**src/rtl/spi_pkg.sv**
```systemverilog
// Shared types and constants for the SPI command/RAM controller.
package spi_pkg;

    localparam int unsigned ADDR_SIZE_DEF = 8;

    typedef enum logic [1:0] {
        WR_ADDR = 2'b00,
        WR_DATA = 2'b01,
        RD_ADDR = 2'b10,
        RD_DATA = 2'b11
    } cmd_t;

    typedef enum logic [1:0] {
        ST_IDLE,
        ST_DECODE,
        ST_RD_WAIT,
        ST_TX
    } ctrl_state_t;

endpackage

```
**src/rtl/spi_sp_ram.sv**
```systemverilog
// Single-port synchronous RAM with registered read data, no array reset.
module spi_sp_ram #(
    parameter int unsigned ADDR_SIZE = 8,
    parameter int unsigned MEM_DEPTH = 256
) (
    input  logic                 clk,
    input  logic                 we,
    input  logic [ADDR_SIZE-1:0] addr,
    input  logic [ADDR_SIZE-1:0] din,
    output logic [ADDR_SIZE-1:0] dout
);

    logic [ADDR_SIZE-1:0] mem [MEM_DEPTH];

    always_ff @(posedge clk) begin
        if (we) begin
            mem[addr] <= din;
        end
        dout <= mem[addr];
    end

endmodule

```
**src/rtl/spi_ram_ctrl.sv**
```systemverilog
// Decodes SPI slave command words, sequences the RAM and returns read data
// to the slave through a tx_valid window of ADDR_SIZE cycles.
module spi_ram_ctrl
    import spi_pkg::*;
#(
    parameter int unsigned ADDR_SIZE = ADDR_SIZE_DEF,
    parameter int unsigned MEM_DEPTH = 2 ** ADDR_SIZE
) (
    input  logic                 clk,
    input  logic                 rst_n,
    input  logic [ADDR_SIZE+1:0] rx_data,
    input  logic                 rx_valid,
    output logic [ADDR_SIZE-1:0] tx_data,
    output logic                 tx_valid,
    output logic                 busy,
    output logic                 seq_err,
    output logic                 drop
);

    localparam int unsigned CNT_W = $clog2(ADDR_SIZE + 1);

    ctrl_state_t          state, state_nxt;
    cmd_t                 cmd_q;
    logic [ADDR_SIZE-1:0] payload_q;
    logic [ADDR_SIZE-1:0] wr_addr, rd_addr;
    logic                 wr_ok, rd_ok;
    logic [CNT_W-1:0]     tx_cnt;

    cmd_t                 rx_cmd;
    logic                 latch;
    logic                 seq_err_nxt;
    logic                 drop_nxt;
    logic                 ram_we;
    logic [ADDR_SIZE-1:0] ram_addr;
    logic [ADDR_SIZE-1:0] ram_q;

    assign rx_cmd = cmd_t'(rx_data[ADDR_SIZE+1:ADDR_SIZE]);

    function automatic logic [ADDR_SIZE-1:0] next_addr(input logic [ADDR_SIZE-1:0] a);
        return (a == ADDR_SIZE'(MEM_DEPTH - 1)) ? '0 : a + 1'b1;
    endfunction

    always_ff @(posedge clk or negedge rst_n) begin
        if (!rst_n) begin
            state <= ST_IDLE;
        end else begin
            state <= state_nxt;
        end
    end

    // Next state, RAM strobes and pulse sources
    always_comb begin
        state_nxt   = state;
        latch       = 1'b0;
        seq_err_nxt = 1'b0;
        drop_nxt    = 1'b0;
        ram_we      = 1'b0;
        ram_addr    = rd_addr;
        unique case (state)
            ST_IDLE: begin
                if (rx_valid) begin
                    latch       = 1'b1;
                    state_nxt   = ST_DECODE;
                    seq_err_nxt = (rx_cmd == WR_DATA && !wr_ok) ||
                                  (rx_cmd == RD_DATA && !rd_ok);
                end
            end
            ST_DECODE: begin
                state_nxt = ST_IDLE;
                if (cmd_q == WR_DATA && wr_ok) begin
                    ram_we   = 1'b1;
                    ram_addr = wr_addr;
                end
                if (cmd_q == RD_DATA && rd_ok) begin
                    state_nxt = ST_RD_WAIT;
                end
            end
            ST_RD_WAIT: state_nxt = ST_TX;
            ST_TX: begin
                if (tx_cnt == '0) begin
                    state_nxt = ST_IDLE;
                end
            end
            default: state_nxt = ST_IDLE;
        endcase
        if (rx_valid && state != ST_IDLE) begin
            drop_nxt = 1'b1;
        end
    end

    // Registered outputs, command latch, address registers and TX counter
    always_ff @(posedge clk or negedge rst_n) begin
        if (!rst_n) begin
            busy      <= 1'b0;
            seq_err   <= 1'b0;
            drop      <= 1'b0;
            tx_valid  <= 1'b0;
            tx_data   <= '0;
            cmd_q     <= WR_ADDR;
            payload_q <= '0;
            wr_addr   <= '0;
            rd_addr   <= '0;
            wr_ok     <= 1'b0;
            rd_ok     <= 1'b0;
            tx_cnt    <= '0;
        end else begin
            busy     <= (state_nxt != ST_IDLE);
            seq_err  <= seq_err_nxt;
            drop     <= drop_nxt;
            tx_valid <= (state_nxt == ST_TX);
            if (latch) begin
                cmd_q     <= rx_cmd;
                payload_q <= rx_data[ADDR_SIZE-1:0];
            end
            if (state == ST_DECODE) begin
                unique case (cmd_q)
                    WR_ADDR: begin
                        wr_addr <= payload_q;
                        wr_ok   <= 1'b1;
                    end
                    WR_DATA: if (wr_ok) wr_addr <= next_addr(wr_addr);
                    RD_ADDR: begin
                        rd_addr <= payload_q;
                        rd_ok   <= 1'b1;
                    end
                    RD_DATA: if (rd_ok) rd_addr <= next_addr(rd_addr);
                    default: ;
                endcase
            end
            if (state == ST_RD_WAIT) begin
                tx_data <= ram_q;
                tx_cnt  <= CNT_W'(ADDR_SIZE - 1);
            end else if (state == ST_TX && tx_cnt != '0) begin
                tx_cnt <= tx_cnt - 1'b1;
            end
        end
    end

    spi_sp_ram #(
        .ADDR_SIZE(ADDR_SIZE),
        .MEM_DEPTH(MEM_DEPTH)
    ) u_ram (
        .clk (clk),
        .we  (ram_we),
        .addr(ram_addr),
        .din (payload_q),
        .dout(ram_q)
    );

endmodule

```
**config.mk**
```make
export PLATFORM = sky130hd
export DESIGN_NAME = spi_ram_ctrl
export DESIGN_NICKNAME = d
export VERILOG_FILES = /design/src/rtl/spi_pkg.sv /design/src/rtl/spi_sp_ram.sv /design/src/rtl/spi_ram_ctrl.sv
export SDC_FILE = /design/constraint.sdc
export NUM_CORES = 2
export LEC_CHECK = 0
export CAP_MARGIN = 20
export CORE_MARGIN = 2
export CORE_UTILIZATION = 48
export CTS_CLUSTER_SIZE = 20
export DETAILED_ROUTE_END_ITERATION = 10
export PLACE_DENSITY_LB_ADDON = 0.15
export SETUP_SLACK_MARGIN = 0.3
export SLEW_MARGIN = 30
export SYNTH_ARGS = -nofsm -noshare
export SYNTH_HDL_FRONTEND = slang
export SYNTH_SLANG_ARGS = --single-unit
export TNS_END_PERCENT = 50
```
**constraint.sdc**
```tcl
create_clock -name clk -period 4.83 [get_ports clk]
set_input_delay 1.2075 -clock clk [delete_from_list [all_inputs] [get_ports clk]]
set_output_delay 1.2075 -clock clk [all_outputs]
set_load 0.02 [all_outputs]
```
==> reports/qor.yml <==
synthFlopType: "edfxtp_1"
met1_length_microns: 112000
slew_viol_final: 0
reg2regPathDepth: 10
area_delta_synth_final_pct: 14.6
hold_viol: 0
highest_layer: "met5"
post_drt_wl_per_cell_microns: 32.6
drtIter0Drc: 9030
wl_microns: 281000
cts_buffer_depth: 3
root_buffer: "clkbuf_16"
cp.arrival_ps: 5330
synthAdderAreaFrac_pct: 0.0431
gp_congestion: 0.880
setup_slack_ps: 230
status: "finished clean"
grt_first_pass_wirelength_microns: 406000
synth_edf_count: 2048
hold_buffers: 0
cts.sinks: 2102
cellLeakagePower_uw: 0.0296
track_usage_pct: 29.8
setup_viol: 0
die_w_microns: 430
viasPerCell: 6.82
io_pins: 25
slew_headroom_pct: 24.4
cts_tree: "done"
grt_pass1_vias: 57000
drc_errors: 0
synth-simple-area-share_pct: 2.07
rows: 156
period_share_pct: 95.2
dieArea_sq_mm: 0.185
wl_met2_microns: 130000
finalPower_uw: 59200
synth_mux_area_share_pct: 5.39
wl_met3_microns: 27000
drive_above_1_share_pct: 18.1
dr.pass1.iters: 8
worst_ep_required_time_ps: 5560
vias: 58800
synthArstFlopShare_pct: 2.19
start_util_pct: 48.3
hpwl_microns: 162000
skew_ps: 41.4
tightest_slew_ps: 1120
synth_compound_area_share_pct: 17.8
netlist.area_leader.share_pct: 70.5
drv_cap: 0
critPathMaxFanout: 41
synth_xor_area_share_pct: 0.0100
antenna_found_initial: 13
place_area_sq_mm: 0.0928
min_period_ps: 4600
fmax_mhz: 217
hp-class: "in2async"
grt_max_degree: 200
dieHeight_microns: 430
synth_area_sq_mm: 0.0872
start_kind: "flop"
synth_cell_types: 62
numCtsBuffers: 215
setup.worst_path.class: "reg2reg"
yosysTopAreaCell: "edfxtp_1"
grt_overflow_total: 0
whs_ps: 358
crit_path_end_kind: "flop"
synth_top_family_by_area: "compound AO/OA/AOI/OAI gates"
yosysSeqAreaShare_pct: 72.0
dpl_worst_slack_ps: -184
clock_latency_ps: 860
htreeDepth: 4
synthMostInstantiatedCell: "edfxtp_1"
io_buffers: 24
rsz0062_at_grt: "yes"
synth_seq_cells: 2102
syn_nets: 5936
ir_worst_vdd_uv: 468
syn_area_per_cell_sq_um: 14.7
netlist_top_cells_count: "edfxtp_1, o21ai_0, clkbuf_1"
synthTopCellsByArea: "edfxtp_1, o21ai_0, a41oi_1"
syn_inst: 5920
final_area_sq_mm: 0.0999
clk_pin_slew_ps: 60
power_density_mw_per_mm2: 592
drtAntennaViolNets: 0
ys.warnings.count: 0
nets: 6083
core_region_area_sq_mm: 0.181
-- power breakdown --
part / internal (uW) / leakage [uW] / switching [uW] / total, uW
Sequential: 23000 / 0.0190 / 1020 / 24000
Combinational: 5580 / 0.00727 / 13300 / 18900
Clock: 9010 / 0.00333 / 7220 / 16200
-- registers in the layout (all words and copies together), names as in the netlist, 2 cells and up --
| name | flops |
|---|---|
| cmd_q | 2 |
| u_ram.mem | 2048 |
| state | 2 |
| u_ram.dout | 8 |
| tx_data | 8 |
| rd_addr | 8 |
| tx_cnt | 4 |
| wr_addr | 8 |
| payload_q | 8 |
-- routing by layer --
layer  vias to the layer above  global-route usage, %
met4                        14                   11.4
met3                       540                   5.80
met1                     30500                   42.0
met2                      3297                   45.9
met5                         -                      0
li1                      24500                      -
-- final timing paths --
path	end	slack, ps	startpoint
setup / recovery	u_ram.dout[1]	230	state[1]
hold / removal	tx_data[4]	360	rst_n
setup reg to reg	u_ram.dout[1]	230	state[1]
hold reg to reg	tx_data[3]	510	tx_data[3]
max in group asynchronous	rd_addr[0]	3990	rst_n
min in group clk	tx_data[3]	510	tx_data[3]
-- cells by family after synthesis --
kind of cell	count (synthesis)
xor gates and xnor gates	1
AOI/OAI and AO/OA	2528
muxes	289
buffers and inverters	581
and+or+nand+nor	416
DFF	2102
adders and majority gates	3
-- worst max-delay path, cell delays in order (launching register included) --
cell	delay, ps
dfrtp_1	520
and3b_2	410
and4_4	390
buf_12	260
buf_12	200
buf_12	220
a22oi_1	220
a21oi_1	160
o41ai_1	830
a41oi_1	500
or4_1	620
-- metrics by stage --
step	util (%)	instances	TNS, ps
global placement	51.4	8212	-372
global route	55.3	8623	0
floorplan	-	5920	0
CTS	55.2	8618	0
finish	55.3	8624	0
detailed placement	51.4	8213	-232
-- layout make-up --
type | instances | area (sq um)
sequential | 2102 | 62900
inverter | 11 | 41.3
timing repair buffer | 500 | 4780
tap | 2370 | 2970
clock inverter | 135 | 1180
fill | 14300 | 80700
clock buffer | 267 | 5650
antenna | 2 | 5.00
multi-input combinational | 3237 | 22400
-- placed cells by master, fill, tap and decap left out, drive strengths merged, types with 5 or more instances in the layout --
cell	instances
nor2	234
a21oi	152
a31oi	9
mux2	157
nor3	55
o41ai	128
nand2	63
edfxtp	2048
clkbuf	267
a41oi	409
buf	477
mux4	129
inv	18
bufinv	13
nand2b	11
or4	7
clkdlybuf4s50	23
a22oi	261
nor4	5
nand3	15
dfxtp	8
clkinv	111
o21ai	1540
dfrtp	46
-- repair_timing --
action                     in CTS  in global routing
setup endpoints to repair       6                 23
resized for setup               5                 10
pin swaps                       1                  0
buffers inserted                3                  1
Power figures use the tool's default switching activity.
